==> src/rtl/scope_pkg.sv <==
// Shared scope definitions: SPI slave selects, ACK/NACK bytes and gain-DAC frame layout.
package scope_pkg;

  typedef enum logic [2:0] {
    SS_NONE    = 3'd0,
    SS_EEPROM  = 3'd1,
    SS_CH1     = 3'd2,
    SS_CH2     = 3'd3,
    SS_CH3     = 3'd4,
    SS_TRIGGER = 3'd5
  } slave_sel_t;

  localparam logic [7:0] ACK  = 8'hA5;
  localparam logic [7:0] NACK = 8'hEE;

  // Gain DAC frame: {command nibble, register address, 8-bit gain code}.
  localparam logic [3:0] GAIN_DAC_WRITE = 4'h1;
  localparam logic [3:0] GAIN_DAC_CH1   = 4'h3;
  localparam logic [3:0] GAIN_DAC_CH2   = 4'h4;
  localparam logic [3:0] GAIN_DAC_CH3   = 4'h5;

  function automatic logic [15:0] gain_dac_frame(logic [3:0] addr, logic [7:0] code);
    return {GAIN_DAC_WRITE, addr, code};
  endfunction

endpackage

==> src/rtl/spi_arbiter_if.sv <==
// Requester and SPI-master signals of the shared SPI arbiter.
interface spi_arbiter_if #(parameter int NREQ = 3) ();
  import scope_pkg::*;

  // Handshake: req[i] is a level request held with a stable frame until done[i]
  // or err[i] pulses; gnt[i] stays high for the owned transaction. wrt_SPI is a
  // one-cycle launch and SPI_done a one-cycle completion with SPI_rd valid.
  logic [NREQ-1:0]    req;
  logic [3*NREQ-1:0]  req_ss;
  logic [16*NREQ-1:0] req_data;
  logic [NREQ-1:0]    gnt;
  logic [NREQ-1:0]    done;
  logic [NREQ-1:0]    err;
  logic [7:0]         rd_data;
  slave_sel_t         ss;
  logic               wrt_SPI;
  logic [15:0]        SPI_data;
  logic               SPI_done;
  logic [7:0]         SPI_rd;

  modport master (
    input  req, req_ss, req_data, SPI_done, SPI_rd,
    output gnt, done, err, rd_data, ss, wrt_SPI, SPI_data
  );

  modport slave (
    output req, req_ss, req_data, SPI_done, SPI_rd,
    input  gnt, done, err, rd_data, ss, wrt_SPI, SPI_data
  );
endinterface

==> src/rtl/spi_arbiter_rr_pick.sv <==
// Combinational round-robin picker: nearest active request after ptr, with wrap.
module rr_pick #(
  parameter int NREQ = 3,
  parameter int IW   = 2
) (
  input  logic [NREQ-1:0] req,
  input  logic [IW-1:0]   ptr,
  output logic [NREQ-1:0] win,
  output logic [IW-1:0]   win_idx,
  output logic            any
);

  logic [IW-1:0] idx;

  // Scan farthest-first so the candidate closest to ptr+1 overwrites the rest.
  always_comb begin
    win     = '0;
    win_idx = '0;
    idx     = '0;
    any     = |req;
    for (int k = NREQ; k >= 1; k--) begin
      idx = IW'((int'(ptr) + k) % NREQ);
      if (req[idx]) begin
        win      = '0;
        win[idx] = 1'b1;
        win_idx  = idx;
      end
    end
  end

endmodule

==> src/rtl/spi_arbiter.sv <==
// Round-robin arbiter sharing one SPI master among frame requesters, with gap and hang timeout.
module spi_arbiter
  import scope_pkg::*;
#(
  parameter int NREQ       = 3,
  parameter int GAP_CYCLES = 2,
  parameter int TIMEOUT    = 4095
) (
  input  logic          clk,
  input  logic          rst_n,
  spi_arbiter_if.master bus,
  output logic          busy,
  output logic [1:0]    state_dbg
);

  localparam int IW = (NREQ > 1) ? $clog2(NREQ) : 1;
  localparam int CW = $clog2(TIMEOUT + 1);
  localparam logic [3:0] GAP_LOAD = 4'((GAP_CYCLES > 0) ? GAP_CYCLES - 1 : 0);

  typedef enum logic [1:0] {IDLE, LAUNCH, WAIT, GAP} state_t;

  state_t          state;
  state_t          gap_next;
  logic [IW-1:0]   ptr;
  logic [CW-1:0]   tcnt;
  logic [3:0]      gcnt;
  logic [NREQ-1:0] win;
  logic [IW-1:0]   win_idx;
  logic            any;
  slave_sel_t      sel_arr  [NREQ];
  logic [15:0]     data_arr [NREQ];

  for (genvar g = 0; g < NREQ; g++) begin : g_unpack
    assign sel_arr[g]  = slave_sel_t'(bus.req_ss[3*g +: 3]);
    assign data_arr[g] = bus.req_data[16*g +: 16];
  end

  rr_pick #(.NREQ(NREQ), .IW(IW)) u_pick (
    .req     (bus.req),
    .ptr     (ptr),
    .win     (win),
    .win_idx (win_idx),
    .any     (any)
  );

  assign gap_next  = (GAP_CYCLES == 0) ? IDLE : GAP;
  assign busy      = (state != IDLE);
  assign state_dbg = state;

  // ptr doubles as the owner index for the whole transaction.
  always_ff @(posedge clk or negedge rst_n) begin
    if (!rst_n) begin
      state        <= IDLE;
      ptr          <= IW'(NREQ - 1);
      tcnt         <= '0;
      gcnt         <= '0;
      bus.gnt      <= '0;
      bus.done     <= '0;
      bus.err      <= '0;
      bus.rd_data  <= '0;
      bus.ss       <= SS_NONE;
      bus.wrt_SPI  <= 1'b0;
      bus.SPI_data <= '0;
    end else begin
      bus.done    <= '0;
      bus.err     <= '0;
      bus.wrt_SPI <= 1'b0;
      case (state)
        IDLE: begin
          if (any) begin
            bus.gnt      <= win;
            bus.ss       <= sel_arr[win_idx];
            bus.SPI_data <= data_arr[win_idx];
            ptr          <= win_idx;
            state        <= LAUNCH;
          end
        end
        LAUNCH: begin
          tcnt <= '0;
          if (bus.ss == SS_NONE) begin
            bus.err[ptr] <= 1'b1;
            bus.gnt      <= '0;
            bus.SPI_data <= '0;
            gcnt         <= GAP_LOAD;
            state        <= gap_next;
          end else begin
            bus.wrt_SPI <= 1'b1;
            state       <= WAIT;
          end
        end
        WAIT: begin
          // Completion takes priority over a timeout landing on the same cycle.
          if (bus.SPI_done) begin
            bus.rd_data   <= bus.SPI_rd;
            bus.done[ptr] <= 1'b1;
            bus.gnt       <= '0;
            bus.ss        <= SS_NONE;
            bus.SPI_data  <= '0;
            gcnt          <= GAP_LOAD;
            state         <= gap_next;
          end else if (tcnt == CW'(TIMEOUT)) begin
            bus.err[ptr] <= 1'b1;
            bus.gnt      <= '0;
            bus.ss       <= SS_NONE;
            bus.SPI_data <= '0;
            gcnt         <= GAP_LOAD;
            state        <= gap_next;
          end else begin
            tcnt <= tcnt + 1'b1;
          end
        end
        GAP: begin
          if (gcnt == 4'd0) state <= IDLE;
          else              gcnt  <= gcnt - 4'd1;
        end
        default: state <= IDLE;
      endcase
    end
  end

endmodule

==> src/flat_wrapper.sv <==
// flat-port wrapper written by rule: the top's interface ports become plain ports
module spi_arbiter_flat import scope_pkg::*;
#(
  parameter int NREQ       = 3,
  parameter int GAP_CYCLES = 2,
  parameter int TIMEOUT    = 4095
)
  (clk, rst_n, busy, state_dbg, bus_req, bus_req_ss, bus_req_data, bus_SPI_done, bus_SPI_rd, bus_gnt, bus_done, bus_err, bus_rd_data, bus_ss, bus_wrt_SPI, bus_SPI_data);
  spi_arbiter_if #(.NREQ(NREQ)) bus_i ();
  input  logic clk;
  input  logic rst_n;
  output logic busy;
  output logic [1:0] state_dbg;
  input wire logic [$bits(bus_i.req)-1:0] bus_req;
  input wire logic [$bits(bus_i.req_ss)-1:0] bus_req_ss;
  input wire logic [$bits(bus_i.req_data)-1:0] bus_req_data;
  input wire logic [$bits(bus_i.SPI_done)-1:0] bus_SPI_done;
  input wire logic [$bits(bus_i.SPI_rd)-1:0] bus_SPI_rd;
  output wire logic [$bits(bus_i.gnt)-1:0] bus_gnt;
  output wire logic [$bits(bus_i.done)-1:0] bus_done;
  output wire logic [$bits(bus_i.err)-1:0] bus_err;
  output wire logic [$bits(bus_i.rd_data)-1:0] bus_rd_data;
  output wire logic [$bits(bus_i.ss)-1:0] bus_ss;
  output wire logic [$bits(bus_i.wrt_SPI)-1:0] bus_wrt_SPI;
  output wire logic [$bits(bus_i.SPI_data)-1:0] bus_SPI_data;
  assign bus_i.req = bus_req;
  assign bus_i.req_ss = bus_req_ss;
  assign bus_i.req_data = bus_req_data;
  assign bus_i.SPI_done = bus_SPI_done;
  assign bus_i.SPI_rd = bus_SPI_rd;
  assign bus_gnt = bus_i.gnt;
  assign bus_done = bus_i.done;
  assign bus_err = bus_i.err;
  assign bus_rd_data = bus_i.rd_data;
  assign bus_ss = bus_i.ss;
  assign bus_wrt_SPI = bus_i.wrt_SPI;
  assign bus_SPI_data = bus_i.SPI_data;
  spi_arbiter #(.NREQ(NREQ), .GAP_CYCLES(GAP_CYCLES), .TIMEOUT(TIMEOUT)) u_core (.clk(clk), .rst_n(rst_n), .bus(bus_i), .busy(busy), .state_dbg(state_dbg));
endmodule
==> config.mk <==
export PLATFORM = sky130hd
export DESIGN_NAME = spi_arbiter_flat
export DESIGN_NICKNAME = d
export VERILOG_FILES = /design/src/rtl/scope_pkg.sv /design/src/rtl/spi_arbiter_if.sv /design/src/rtl/spi_arbiter_rr_pick.sv /design/src/rtl/spi_arbiter.sv /design/src/flat_wrapper.sv
export SDC_FILE = /design/constraint.sdc
export NUM_CORES = 1
export LEC_CHECK = 0
export CORE_MARGIN = 2
export CORE_UTILIZATION = 41
export CTS_BUF_LIST = sky130_fd_sc_hd__clkbuf_8 sky130_fd_sc_hd__clkbuf_16
export DETAILED_ROUTE_END_ITERATION = 16
export GPL_TIMING_DRIVEN = 1
export PLACE_DENSITY = 0.77
export SYNTH_ARGS = -nofsm -noshare
export SYNTH_HDL_FRONTEND = slang
export SYNTH_SLANG_ARGS = --single-unit
==> constraint.sdc <==
create_clock -name clk -period 2.6 [get_ports clk]
set_input_delay 0.26 -clock clk [delete_from_list [all_inputs] [get_ports clk]]
set_output_delay 0.26 -clock clk [all_outputs]
set_load 0.01 [all_outputs]
==> flow_summary.json, run 1 <==
{
  "arrival_ns": 2.68,
  "tns_ns": 0,
  "postCtsSetupBuffers": 0,
  "nNetsFinal": 513,
  "synth_fp_nets": 396,
  "ys_seq_area_share_pct": 45.64,
  "dr.pass1.iters": 4,
  "min_period_over_period_pct": 94.89,
  "rows": 31,
  "rsz0062_at_grt": "true",
  "die_w_um": 91.35,
  "ys_ff_latch": 57,
  "coreArea_um2": 7331,
  "grt_pass1_wl_um": 13270,
  "whs_ns": 0.05875,
  "place_hpwl_um": 6171,
  "drt_wl_total_um": 8281,
  "port_buffers": 110,
  "reg2reg_depth": 9,
  "ctsRootBufferMaster": "clkbuf_8",
  "cap_viol_max_count": 0,
  "setup_viol_count_final": 0,
  "grt-busiest-layer": "met2",
  "path_clk_slew_ns": 0.07,
  "ioPinCount": 111,
  "grt_pass1_vias": 2682,
  "worst_skew_pair.late_latency_ns": 0.34,
  "min_path_type": "primary input to async pin",
  "via_per_inst": 5.126,
  "dpl_cell_area_um2": 4400,
  "power_density_nw_per_um2": 1144,
  "ys_async_sr_fraction_pct": 100.0,
  "die-area_um2": 8344,
  "max_freq_mhz": 405.3,
  "cp-end-kind": "flop",
  "drt_iter0_markers": 162,
  "syn2layout_area_growth_pct": 47.56,
  "critical_path.slowest_cell": "dfstp_2",
  "ir_worst_vdd_mv": 0.7749,
  "ctsLongestPathBuffers": 2,
  "tightest_slew_ns": 0.7486,
  "grt-ovfl-total": 0,
  "ys.flop_type": "dfrtp_1",
  "fill_cells": 584,
  "grt_max_degree": 58,
  "drive_above_1_share_pct": 12.24,
  "required_ns": 2.81,
  "path_cells": "inv_1 -> ha_1 -> buf_4 -> and2_1 -> o211a_1 -> o31ai_4 -> buf_12 -> mux2i_1 -> o221ai_2",
  "cp_max_fo": 20,
  "met2_usage_pct": 33.15,
  "leakage_nw": 2.008,
  "clock_skew_ns": 0.008894,
  "ctsHtreeMaxLevel": 3,
  "max-slew-margin-rel_pct": 50.09,
  "power_w": 0.005278,
  "synth-edff-count": 0,
  "ys_warn_count": 0,
  "ctsHoldBuffers": 0,
  "cts.sinks": 57,
  "period_minus_slack_ns": 2.467,
  "start_kind": "flop",
  "design_area_um2": 4616,
  "drc": 0,
  "crit_type": "flop to flop",
  "gp_congestion": 0.8376,
  "syn_inst": 311,
  "slowest_delay_ns": 0.55,
  "num_antenna_cells": 0,
  "antenna_found_initial": 0,
  "finalNonFillerCells": 532,
  "use_met1_pct": 26.12,
  "die_h_um": 91.35,
  "start_util_pct": 42.67,
  "synth_cell_types": 41,
  "route.vias.total": 2727,
  "ant_nets": 0,
  "routedWlPerCell_um": 15.57,
  "status": "completed",
  "track_usage_pct": 20.32,
  "cts_tree": "done",
  "numCtsBuffers": 9,
  "drv_slew": 0,
  "avgSynthCellArea_um2": 10.06,
  "met3_usage_pct": 3.485,
  "syn_area_um2": 3128,
  "place_inst": 516,
  "ctsResizeCount": 0,
  "hold_violations": 0
}
## state kept, by name, summed over array words and instances, names as in the netlist
register and flops:
u_core.bus.done 3, u_core.gcnt 4, u_core.bus.wrt_SPI 1, u_core.bus.ss 3
u_core.bus.gnt 3, u_core.bus.rd_data 8, u_core.state_dbg 2, u_core.tcnt 12
u_core.bus.SPI_data 16, u_core.ptr 2, u_core.bus.err 3
## area by class of cell
type	count	area (um2)	share of cell area [%]
clock inverters	4	42.54	0.9217
flip-flops and latches	57	1428	30.93
clock buffers	12	165.2	3.578
well taps	99	123.9	2.684
multi-input cells	224	1597	34.59
inverters	15	56.30	1.220
repair buffers	121	1204	26.08
## stage by stage
stage / setup slack (ns) / utilization, %
floorplan: 0.1195 / -
global placement: 0.1714 / 60.03
detailed placement: 0.07201 / 60.03
CTS: 0.08367 / 62.86
global route: -0.004589 / 62.96
finish: 0.1329 / 62.96
## final timing paths
path                                   startpoint                 endpoint  slack [ns]
setup / recovery                    u_core.ptr[1]   u_core.bus.SPI_data[8]        0.13
hold / removal                              rst_n  u_core.bus.SPI_data[11]        0.06
setup reg to reg                    u_core.ptr[1]   u_core.bus.SPI_data[8]        0.13
hold reg to reg            u_core.bus.SPI_data[2]   u_core.bus.SPI_data[2]        0.49
max in group asynchronous                   rst_n        u_core.bus.gnt[2]        2.03
min in group clk           u_core.bus.SPI_data[2]   u_core.bus.SPI_data[2]        0.49
## placed cells by master (no fill, tap or decap), types with 7 or more instances in the layout
cell               n
a21oi_1           11
buf_4              9
clkbuf_8          12
clkdlybuf4s50_1  109
dfrtp_1           56
ha_1              14
inv_1             17
mux2_2            10
mux2i_1           22
nand2_1           56
nor2_1            18
o21ai_0           17
o221ai_1           7
o221ai_2          10
## Yosys cell counts (2+ instances only)
master | n | area (um2)
mux2_2 | 10 | 112.6
o31ai_1 | 3 | 22.52
a21o_1 | 3 | 22.52
nor2b_1 | 2 | 12.51
clkbuf_1 | 9 | 33.78
xor2_1 | 4 | 35.03
o2bb2ai_1 | 2 | 17.52
buf_2 | 4 | 20.02
ha_1 | 14 | 175.2
dfrtp_1 | 56 | 1401
o41ai_1 | 2 | 17.52
nand2b_1 | 3 | 18.77
nand4_1 | 4 | 25.02
a21oi_1 | 11 | 55.05
or3_1 | 6 | 37.54
nor3_1 | 3 | 15.01
nand3_1 | 5 | 25.02
a32oi_1 | 4 | 35.03
o21ai_0 | 18 | 90.09
nand3b_1 | 3 | 22.52
o221ai_2 | 10 | 150.1
o221ai_1 | 7 | 61.31
inv_1 | 15 | 56.30
nor2_1 | 18 | 67.56
nand2_1 | 56 | 210.2
mux2i_1 | 24 | 240.2
## power breakdown
group	switching (W)	leakage, nW	internal [W]
clock	0.000350	0.115	0.000513
combinational	0.00158	1.15	0.00149
sequential	0.000170	0.744	0.00118
## kinds of logic (layout without fill, tap and decap cells)
logic type | count (synthesis) | after routing | share of synthesized area [%]
AND/OR/NAND/NOR | 108 | 108 | 15.92
AO/OA/AOI/OAI | 64 | 64 | 16.44
flip-flops | 57 | 57 | 45.64
multiplexers | 34 | 34 | 11.28
buffers and inverters | 30 | 152 | 4.000
adder cells (fa/ha/maj) | 14 | 14 | 5.600
XOR/XNOR | 4 | 4 | 1.120
## critical path, delay by kind of cell (launching register included)
family | cells | cell delay (ns)
AOI/OAI and AO/OA | 3 | 0.58
adders and majority gates | 1 | 0.30
and+or+nand+nor | 1 | 0.15
DFF | 1 | 0.55
buffers and inverters | 3 | 0.49
muxes | 1 | 0.26
## per-layer routing
metal	vias to the layer above	wire, um
met4	0	227
met3	16	200
met5	-	0
li1	1347	-
met1	1317	3621
met2	47	4232
(Power assumes the default switching activity.)
==> inputs of run 2 (changes only) <==
--- a/config.mk
+++ b/config.mk
@@ -9,7 +9,7 @@
 export CORE_UTILIZATION = 41
 export CTS_BUF_LIST = sky130_fd_sc_hd__clkbuf_8 sky130_fd_sc_hd__clkbuf_16
 export DETAILED_ROUTE_END_ITERATION = 16
-export GPL_TIMING_DRIVEN = 1
+export GPL_TIMING_DRIVEN = 0
 export PLACE_DENSITY = 0.77
 export SYNTH_ARGS = -nofsm -noshare
 export SYNTH_HDL_FRONTEND = slang
==> flow_summary.json, run 2 (same netlist as run 1, synthesis figures left out) <==
{
  "nNetsFinal": 525,
  "coreArea_um2": 7331,
  "via_per_inst": 5.261,
  "num_antenna_cells": 0,
  "crit_type": "flop to flop",
  "drive_above_1_share_pct": 17.08,
  "leakage_nw": 2.053,
  "internal_power_w": 0.003314,
  "period_minus_slack_ns": 2.502,
  "ant_nets": 0,
  "drc": 0,
  "max_flop_register": "u_core.bus.SPI_data",
  "ioPinCount": 111,
  "cp_max_fo": 10,
  "grt-ovfl-total": 0,
  "final_common_cell": "clkdlybuf4s50_1",
  "path_clk_slew_ns": 0.07,
  "clock_skew_ns": 0.01093,
  "track_usage_pct": 21.13,
  "cap_viol_max_count": 0,
  "ctsHtreeMaxLevel": 3,
  "max_freq_mhz": 399.7,
  "route.vias.total": 2862,
  "cp-startpoint": "u_core.tcnt[0]",
  "crit_end": "u_core.bus.SPI_data[4]",
  "p_sw_share_pct": 40.49,
  "die_h_um": 91.35,
  "worst_skew_pair.late_latency_ns": 0.34,
  "ctsRootBufferMaster": "clkbuf_8",
  "antenna_found_initial": 0,
  "dr.pass1.iters": 4,
  "design_area_um2": 4746,
  "r2r_end": "u_core.bus.SPI_data[4]",
  "die_w_um": 91.35,
  "hold_violations": 0,
  "gp_congestion": 0.8546,
  "ir_worst_vdd_mv": 0.9504,
  "rows": 31,
  "setup_viol_count_final": 0,
  "start_util_pct": 42.67,
  "cp-end-kind": "flop",
  "grt_max_degree": 38,
  "largest_reg_flops": 16,
  "combPwrFrac_pct": 61.1,
  "place_hpwl_um": 6347,
  "layout_common_cells": "108 x clkdlybuf4s50_1, 55 x nand2_1, 53 x dfrtp_1",
  "routedWlPerCell_um": 16.11,
  "r2r_slack_ns": 0.1,
  "drv_slew": 0,
  "power_density_nw_per_um2": 1173,
  "timing.rr.start": "u_core.tcnt[0]",
  "fill_cells": 577,
  "clockPowerShare_pct": 14.4,
  "start_kind": "flop",
  "min_period_over_period_pct": 96.24,
  "required_ns": 2.85,
  "port_buffers": 109,
  "min_path_type": "primary input to async pin",
  "grt_pass1_wl_um": 13940,
  "arrival_ns": 2.75,
  "worst_slack_ns": 0.09787,
  "dpl_cell_area_um2": 4365,
  "drt_wl_total_um": 8764,
  "post-place-ws_ns": -0.2964,
  "pwr-share-seq_pct": 24.5,
  "max-slew-margin-rel_pct": 41.06,
  "numCtsBuffers": 9,
  "ctsLongestPathBuffers": 2,
  "cts_tree": "done",
  "drt_iter0_markers": 134,
  "reg2reg_depth": 9,
  "ctsHoldBuffers": 0,
  "die-area_um2": 8344,
  "cts.sinks": 57,
  "grt_pass1_vias": 2857,
  "status": "completed",
  "tightest_slew_ns": 0.8841,
  "reg.largest.list": "u_core.bus.SPI_data: 16 flops, u_core.tcnt: 12 flops, u_core.bus.rd_data: 8 flops",
  "power.switching_w": 0.002255,
  "syn2layout_area_growth_pct": 51.72
}
-- run 2: through the flow --
stage,instances,total power [W],setup TNS [ns],hold WS (ns),utilization [%]
3_5_place_dp,520,0.004290,-4.065,0.4356,59.55
5_1_grt,544,0.005961,-0.01197,0.1116,64.74
3_3_place_gp,519,0.004223,-36.46,0.4637,59.24
4_1_cts,539,0.005434,0,0.07155,63.54
2_1_floorplan,311,0.003239,0,-0.03559,-
6_report,544,0.005569,0,0.03139,64.74
-- run 2: repair_timing --
action / in CTS / in global routing
buffers inserted: 3 / 5
endpoints found under the hold margin: 0 / 0
resized for setup: 22 / 24
setup endpoints to repair: 20 / 22
pin swaps: 1 / 4
gates cloned: 2 / 0
-- run 2: critical path: stages (launching register included) --
cell and delay [ns]:
dfrtp_1 0.38, ha_2 0.21, nand3_2 0.09, o311a_4 0.38
a21o_1 0.18, or3_1 0.34, or3_1 0.36, buf_4 0.17
buf_6 0.16, o221ai_2 0.14
-- run 2: power groups by stage --
stage | Combinational (W) | Sequential (W) | Clock (W)
after floorplan | 0.00179 | 0.00145 | 0
after global placement | 0.00286 | 0.00136 | 0
after detailed placement | 0.00292 | 0.00137 | 0
after CTS | 0.00326 | 0.00136 | 0.000813
after global routing | 0.00371 | 0.00139 | 0.000858
final | 0.00340 | 0.00136 | 0.000802
-- run 2: worst min path at each step --
stage / endpoint / slack, ns / cells after the start
3_3_place_gp: u_core.bus.gnt[0] / 0.46 / 2
6_report: u_core.bus.SPI_data[10] / 0.03 / 1
5_1_grt: u_core.bus.SPI_data[10] / 0.11 / 1
4_1_cts: u_core.bus.SPI_data[10] / 0.07 / 1
3_5_place_dp: u_core.bus.SPI_data[10] / 0.44 / 1
2_1_floorplan: u_core.bus.SPI_data[0] / -0.04 / 0
-- run 2: cell type report --
class                      count  area (um2)  area share [%]
clock buffer                  10       137.6           2.900
multi-input combinational    224        1653           34.83
clock inverter                 6       51.30           1.081
buffer                        13       92.59           1.951
timing repair buffer         120        1200           25.28
inverter                      15       56.30           1.186
tap                           99       123.9           2.610
sequential                    57        1431           30.16
-- run 2: layer usage --
| layer | track usage (%) | share of wire (%) |
|---|---|---|
| met3 | 4.398 | 3.5 |
| met2 | 33.58 | 51 |
| met5 | 0 | 0 |
| met4 | 10.48 | 3.6 |
| met1 | 27.40 | 42 |
